**src/rtl/mem_port_arbiter_if.sv**
```systemverilog
// Requester-side bundle for mem_port_arbiter: request handshake plus read response.
// The requester is the master and the arbiter is the slave; responses are never backpressured.
interface mem_port_arbiter_if #(
  parameter int AW = 16,
  parameter int DW = 16
);
  logic          valid;
  logic          we;
  logic [AW-1:0] addr;
  logic [DW-1:0] wdata;
  logic          ready;
  logic          rsp_valid;
  logic [DW-1:0] rsp_data;

  modport master (
    output valid, we, addr, wdata,
    input  ready, rsp_valid, rsp_data
  );

  modport slave (
    input  valid, we, addr, wdata,
    output ready, rsp_valid, rsp_data
  );
endinterface

```
**src/rtl/mem_port_arbiter.sv**
```systemverilog
// Two-requester arbiter for the memory's second read port and its write port.
// Round-robin by default; define MEM_ARB_FIXED_PRIO_EN to give requester 0 fixed priority.
module mem_port_arbiter #(
  parameter int AW     = 16,
  parameter int DW     = 16,
  parameter int RD_LAT = 2
) (
  input  logic          clk,
  input  logic          reset,
  mem_port_arbiter_if.slave rq0,
  mem_port_arbiter_if.slave rq1,
  output logic [AW-1:0] mem_raddr,
  input  logic [DW-1:0] mem_rdata,
  output logic          mem_we,
  output logic [AW-1:0] mem_waddr,
  output logic [DW-1:0] mem_wdata
);

  typedef struct packed {
    logic valid;
    logic id;
  } pipe_t;

  pipe_t         pipe [RD_LAT];
  pipe_t         pipe_out;
  logic          grant0;
  logic          grant1;
  logic          accept;
  logic          rd_grant;
  logic          req_we;
  logic [AW-1:0] req_addr;
  logic [DW-1:0] req_wdata;
  logic [AW-1:0] raddr_q;

`ifdef MEM_ARB_FIXED_PRIO_EN
  always_comb begin
    grant0 = !reset && rq0.valid;
    grant1 = !reset && rq1.valid && !rq0.valid;
  end
`else
  // rr_last = index of the most recently accepted requester; the other one wins a tie.
  logic rr_last;

  always_comb begin
    grant0 = !reset && rq0.valid && (!rq1.valid ||  rr_last);
    grant1 = !reset && rq1.valid && (!rq0.valid || !rr_last);
  end

  // NOTE: sequential state uses non-blocking assignments so every register samples pre-edge values.
  always_ff @(posedge clk) begin
    if (reset)       rr_last <= 1'b1;
    else if (grant0) rr_last <= 1'b0;
    else if (grant1) rr_last <= 1'b1;
  end
`endif

  always_comb begin
    accept    = grant0 | grant1;
    req_we    = grant1 ? rq1.we    : rq0.we;
    req_addr  = grant1 ? rq1.addr  : rq0.addr;
    req_wdata = grant1 ? rq1.wdata : rq0.wdata;
    rd_grant  = accept && !req_we;
    mem_we    = accept &&  req_we;
    mem_waddr = req_addr;
    mem_wdata = req_wdata;
    // Hold the last read address on idle/write cycles so the port does not toggle.
    mem_raddr = rd_grant ? req_addr : raddr_q;
  end

  assign rq0.ready = grant0;
  assign rq1.ready = grant1;

  // NOTE: the tag pipeline is a handful of flops, so it is reset outright; that is what drops in-flight reads.
  always_ff @(posedge clk) begin
    if (reset) begin
      raddr_q <= '0;
      for (int i = 0; i < RD_LAT; i++) pipe[i] <= '0;
    end else begin
      raddr_q <= mem_raddr;
      pipe[0] <= '{valid: rd_grant, id: grant1};
      for (int i = 1; i < RD_LAT; i++) pipe[i] <= pipe[i-1];
    end
  end

  assign pipe_out = pipe[RD_LAT-1];

  always_comb begin
    rq0.rsp_valid = pipe_out.valid && !pipe_out.id;
    rq1.rsp_valid = pipe_out.valid &&  pipe_out.id;
    rq0.rsp_data  = rq0.rsp_valid ? mem_rdata : '0;
    rq1.rsp_data  = rq1.rsp_valid ? mem_rdata : '0;
  end

endmodule

```
**src/flat_wrapper.sv**
```systemverilog
// flat-port wrapper written by rule: the top's interface ports become plain ports
module mem_port_arbiter_flat 
#(
  parameter int AW     = 16,
  parameter int DW     = 16,
  parameter int RD_LAT = 2
)
  (clk, reset, mem_raddr, mem_rdata, mem_we, mem_waddr, mem_wdata, rq0_valid, rq0_we, rq0_addr, rq0_wdata, rq0_ready, rq0_rsp_valid, rq0_rsp_data, rq1_valid, rq1_we, rq1_addr, rq1_wdata, rq1_ready, rq1_rsp_valid, rq1_rsp_data);
  mem_port_arbiter_if #(.AW(AW), .DW(DW)) rq0_i ();
  mem_port_arbiter_if #(.AW(AW), .DW(DW)) rq1_i ();
  input  logic clk;
  input  logic reset;
  output logic [AW-1:0] mem_raddr;
  input  logic [DW-1:0] mem_rdata;
  output logic mem_we;
  output logic [AW-1:0] mem_waddr;
  output logic [DW-1:0] mem_wdata;
  input wire logic [$bits(rq0_i.valid)-1:0] rq0_valid;
  input wire logic [$bits(rq0_i.we)-1:0] rq0_we;
  input wire logic [$bits(rq0_i.addr)-1:0] rq0_addr;
  input wire logic [$bits(rq0_i.wdata)-1:0] rq0_wdata;
  output wire logic [$bits(rq0_i.ready)-1:0] rq0_ready;
  output wire logic [$bits(rq0_i.rsp_valid)-1:0] rq0_rsp_valid;
  output wire logic [$bits(rq0_i.rsp_data)-1:0] rq0_rsp_data;
  input wire logic [$bits(rq1_i.valid)-1:0] rq1_valid;
  input wire logic [$bits(rq1_i.we)-1:0] rq1_we;
  input wire logic [$bits(rq1_i.addr)-1:0] rq1_addr;
  input wire logic [$bits(rq1_i.wdata)-1:0] rq1_wdata;
  output wire logic [$bits(rq1_i.ready)-1:0] rq1_ready;
  output wire logic [$bits(rq1_i.rsp_valid)-1:0] rq1_rsp_valid;
  output wire logic [$bits(rq1_i.rsp_data)-1:0] rq1_rsp_data;
  assign rq0_i.valid = rq0_valid;
  assign rq0_i.we = rq0_we;
  assign rq0_i.addr = rq0_addr;
  assign rq0_i.wdata = rq0_wdata;
  assign rq0_ready = rq0_i.ready;
  assign rq0_rsp_valid = rq0_i.rsp_valid;
  assign rq0_rsp_data = rq0_i.rsp_data;
  assign rq1_i.valid = rq1_valid;
  assign rq1_i.we = rq1_we;
  assign rq1_i.addr = rq1_addr;
  assign rq1_i.wdata = rq1_wdata;
  assign rq1_ready = rq1_i.ready;
  assign rq1_rsp_valid = rq1_i.rsp_valid;
  assign rq1_rsp_data = rq1_i.rsp_data;
  mem_port_arbiter #(.AW(AW), .DW(DW), .RD_LAT(RD_LAT)) u_core (.clk(clk), .reset(reset), .rq0(rq0_i), .rq1(rq1_i), .mem_raddr(mem_raddr), .mem_rdata(mem_rdata), .mem_we(mem_we), .mem_waddr(mem_waddr), .mem_wdata(mem_wdata));
endmodule
```
**config.mk**
```make
export PLATFORM = sky130hd
export DESIGN_NAME = mem_port_arbiter_flat
export DESIGN_NICKNAME = d
export VERILOG_FILES = /design/src/rtl/mem_port_arbiter_if.sv /design/src/rtl/mem_port_arbiter.sv /design/src/flat_wrapper.sv
export SDC_FILE = /design/constraint.sdc
export NUM_CORES = 1
export LEC_CHECK = 0
export CAP_MARGIN = 20
export CORE_UTILIZATION = 27
export DETAILED_ROUTE_END_ITERATION = 16
export PLACE_DENSITY = 0.9
export SLEW_MARGIN = 20
export SYNTH_ARGS = -nofsm -noshare
export SYNTH_HDL_FRONTEND = slang
export SYNTH_SLANG_ARGS = --single-unit
```
**constraint.sdc**
```tcl
create_clock -name clk -period 1.6 [get_ports clk]
set_input_delay 0.32 -clock clk [delete_from_list [all_inputs] [get_ports clk]]
set_output_delay 0.32 -clock clk [all_outputs]
set_load 0.01 [all_outputs]
```
==> reports/results.ini <==
[sta]
worst_slew_pin_slew_ps=366
finalCriticalPeriod_ps=2220
hold_viol_final=0
finalClockSkew_ps=5.00
rsz0062_at_grt=true
worst_slack_ps=-625
relSlewSlack_pct=75.6
slew_viol_final=0
fin_tns_setup_ps=-26260
clock.fmax_mhz=449
finalCritPeriodShare_pct=139
setup_viol=64

[pwr]
sequentialPowerShare_pct=25.8
clockPowerShare_pct=15.7
p_per_area_nw_per_um2=500
power.internal_mw=1.54
p_sw_mw=0.769
cellLeakagePower_nw=2.19
combPwrFrac_pct=58.5
swShare_pct=33.3
irDropWorstVdd_mv=0.374

[global_routing]
antenna_found_initial=0
groute.usage.overall_pct=25.3
grt_overflow=0
grt_pass1_vias=2547
grt_pass1_wl_um=12500
grt_max_degree=33

[critical_path]
cp_top_family=buffers and inverters
cp_common_cell=buf_6
path_buf_inv=6
path_cells=dlygate4sd2_1 -> a21bo_4 -> nor2_8 -> buf_12 -> buf_8 -> buf_6 -> mux2i_4 -> buf_6 -> o21ai_2 -> buf_2
critPathLaunch=rq0_valid
crit_arrival_ps=1900
critPathKind=input port to output port
cp.required_ps=1280
cpMaxStageDelayCell=dlygate4sd2_1
rrSetupSlack_ps=-190
rr_startpoint=u_core.rr_last
max_stage_delay_ps=260
worst_setup_path_start_kind=input port
end_kind=output port
crit_fanout=4

[drt]
firstDrtPassIters=4
vias=2599
viasPerCell=5.00
wire_per_inst_um=18.3
drc=0
initialDrtViolationCount=67
drt-total-wl_um=9510
ant_nets=0

[synth]
post_synth.cell_area_avg_um2=8.59
ys_seq_area_share_pct=24.6
yosys_warnings=0
netlist_instances=199
synth-seq-cells=21
synth_area_um2=1710
synthDistinctLibCells=27
synth_nets=285

[clock_network]
ctsHoldBuffers=0
numCtsBuffers=3
cts_root_buffer=clkbuf_8
insertion_delay_ps=260
cts_tree=done
cts.clk_slew.worst_paths_ps=90
cts.sinks=21
clock_path_buffers=2
ctsHtreeMaxLevel=1

[finish]
final_nets=532
fin_util_pct=76.6
final_cells=520
diodes=0
stdcell_area_um2=4610
area_growth_pct=170
layout-drive-gt1-share_pct=53.0

[hold_path]
hp-class=flop to flop
hold_path_startpoint=u_core.pipe[0][0]

[place]
gp_congestion=0.675
portBuffers=170
postPlaceCellArea_um2=3610
hpwl_um=5170
dp_cells=454

[floorplan]
rows=28
dieArea_um2=6650
initial_core_util_pct=28.4
coreArea_um2=6030
die_width_um=81.6
die_y_um=81.6
io_pins=171

[status]
violations=negative setup slack
status=complete, but fails checks

[run]
cap_violations=0

[flip-flops by register name (all words and copies together) (netlist names)]
register / cells
u_core.rr_last: 1
u_core.pipe: 4
u_core.raddr_q: 16
[per-layer routing]
metal	global-route usage (%)	vias to the layer above	share of wire, %
met5	0	-	0
met4	7.14	0	2.8
met3	4.89	23	7.4
met2	51.7	132	55
met1	25.1	1244	35
li1	-	1200	-
[power groups by stage]
stage          Clock, mW  Combinational, mW  Sequential (mW)
6_report           0.363               1.35            0.594
5_1_grt            0.407               1.41            0.597
4_1_cts            0.369               1.22            0.589
3_5_place_dp           0              0.951            0.599
3_3_place_gp           0              0.921            0.597
2_1_floorplan          0              0.389            0.595
[worst paths after layout]
kind / to / depth (start not counted)
setup / recovery: mem_raddr[3] / 10
hold / removal: u_core.pipe[0][2] / 1
setup reg to reg: u_core.raddr_q[3] / 10
hold reg to reg: u_core.pipe[0][2] / 1
[layout by cell type (no fill, tap or decap), drive strengths merged]
cell / count
a211o: 1
a211oi: 16
a21bo: 1
and2: 17
and3: 16
buf: 136
clkbuf: 19
clkdlybuf4s15: 1
clkdlybuf4s50: 80
clkinv: 1
dfxtp: 21
dlygate4sd2: 21
inv: 20
mux2: 16
mux2i: 16
nand2b: 3
nor2: 18
nor2b: 5
nor3: 1
o21ai: 32
o32a: 2
o32ai: 2
[final cells by class]
class | instances | area [um2]
tap | 75 | 93.8
inverter | 20 | 75.1
sequential | 21 | 424
fill | 389 | 1410
clock inverter | 1 | 5.00
multi-input combinational | 146 | 1510
clock buffer | 3 | 41.3
timing repair buffer | 254 | 2470
[synthesized netlist by cell type, drive strengths merged]
library cell	n	area [um2]
mux2	16	180
nor2b	5	33.8
o32a	1	11.3
buf	9	85.1
and3	16	100
nand2b	1	13.8
a211o	1	8.76
a211oi	16	190
clkbuf	6	22.5
o21ai	32	160
mux2i	16	160
and2	17	106
nor3	1	5.00
nor2	18	83.8
o32ai	2	36.3
dfxtp	21	420
inv	20	75.1
a21bo	1	16.3
[cells by family (layout without fill, tap and decap cells)]
group | count (synthesis) | count (layout) | synth area share (%)
simple gates | 58 | 60 | 20.1
compound gates | 53 | 54 | 24.7
buf+inv | 35 | 278 | 10.7
mux | 32 | 32 | 19.9
flops | 21 | 21 | 24.6
[repair_timing]
| item | in CTS | in global routing |
|---|---|---|
| cloned | 6 | 4 |
| resized for setup | 382 | 72 |
| pin swaps | 8 | 10 |
| setup endpoints to repair | 101 | 84 |
| setup buffers | 43 | 21 |
| hold endpoints to repair | 0 | 0 |
[per-stage QoR]
stage	hold slack (ps)	power, mW	setup WS [ps]
global route	461	2.42	-688
finish	442	2.31	-625
floorplan	414	0.984	-21.2
global placement	419	1.52	-992
detailed placement	427	1.55	-1090
CTS	444	2.18	-742
Note: power is estimated with default switching activity, not from simulation.
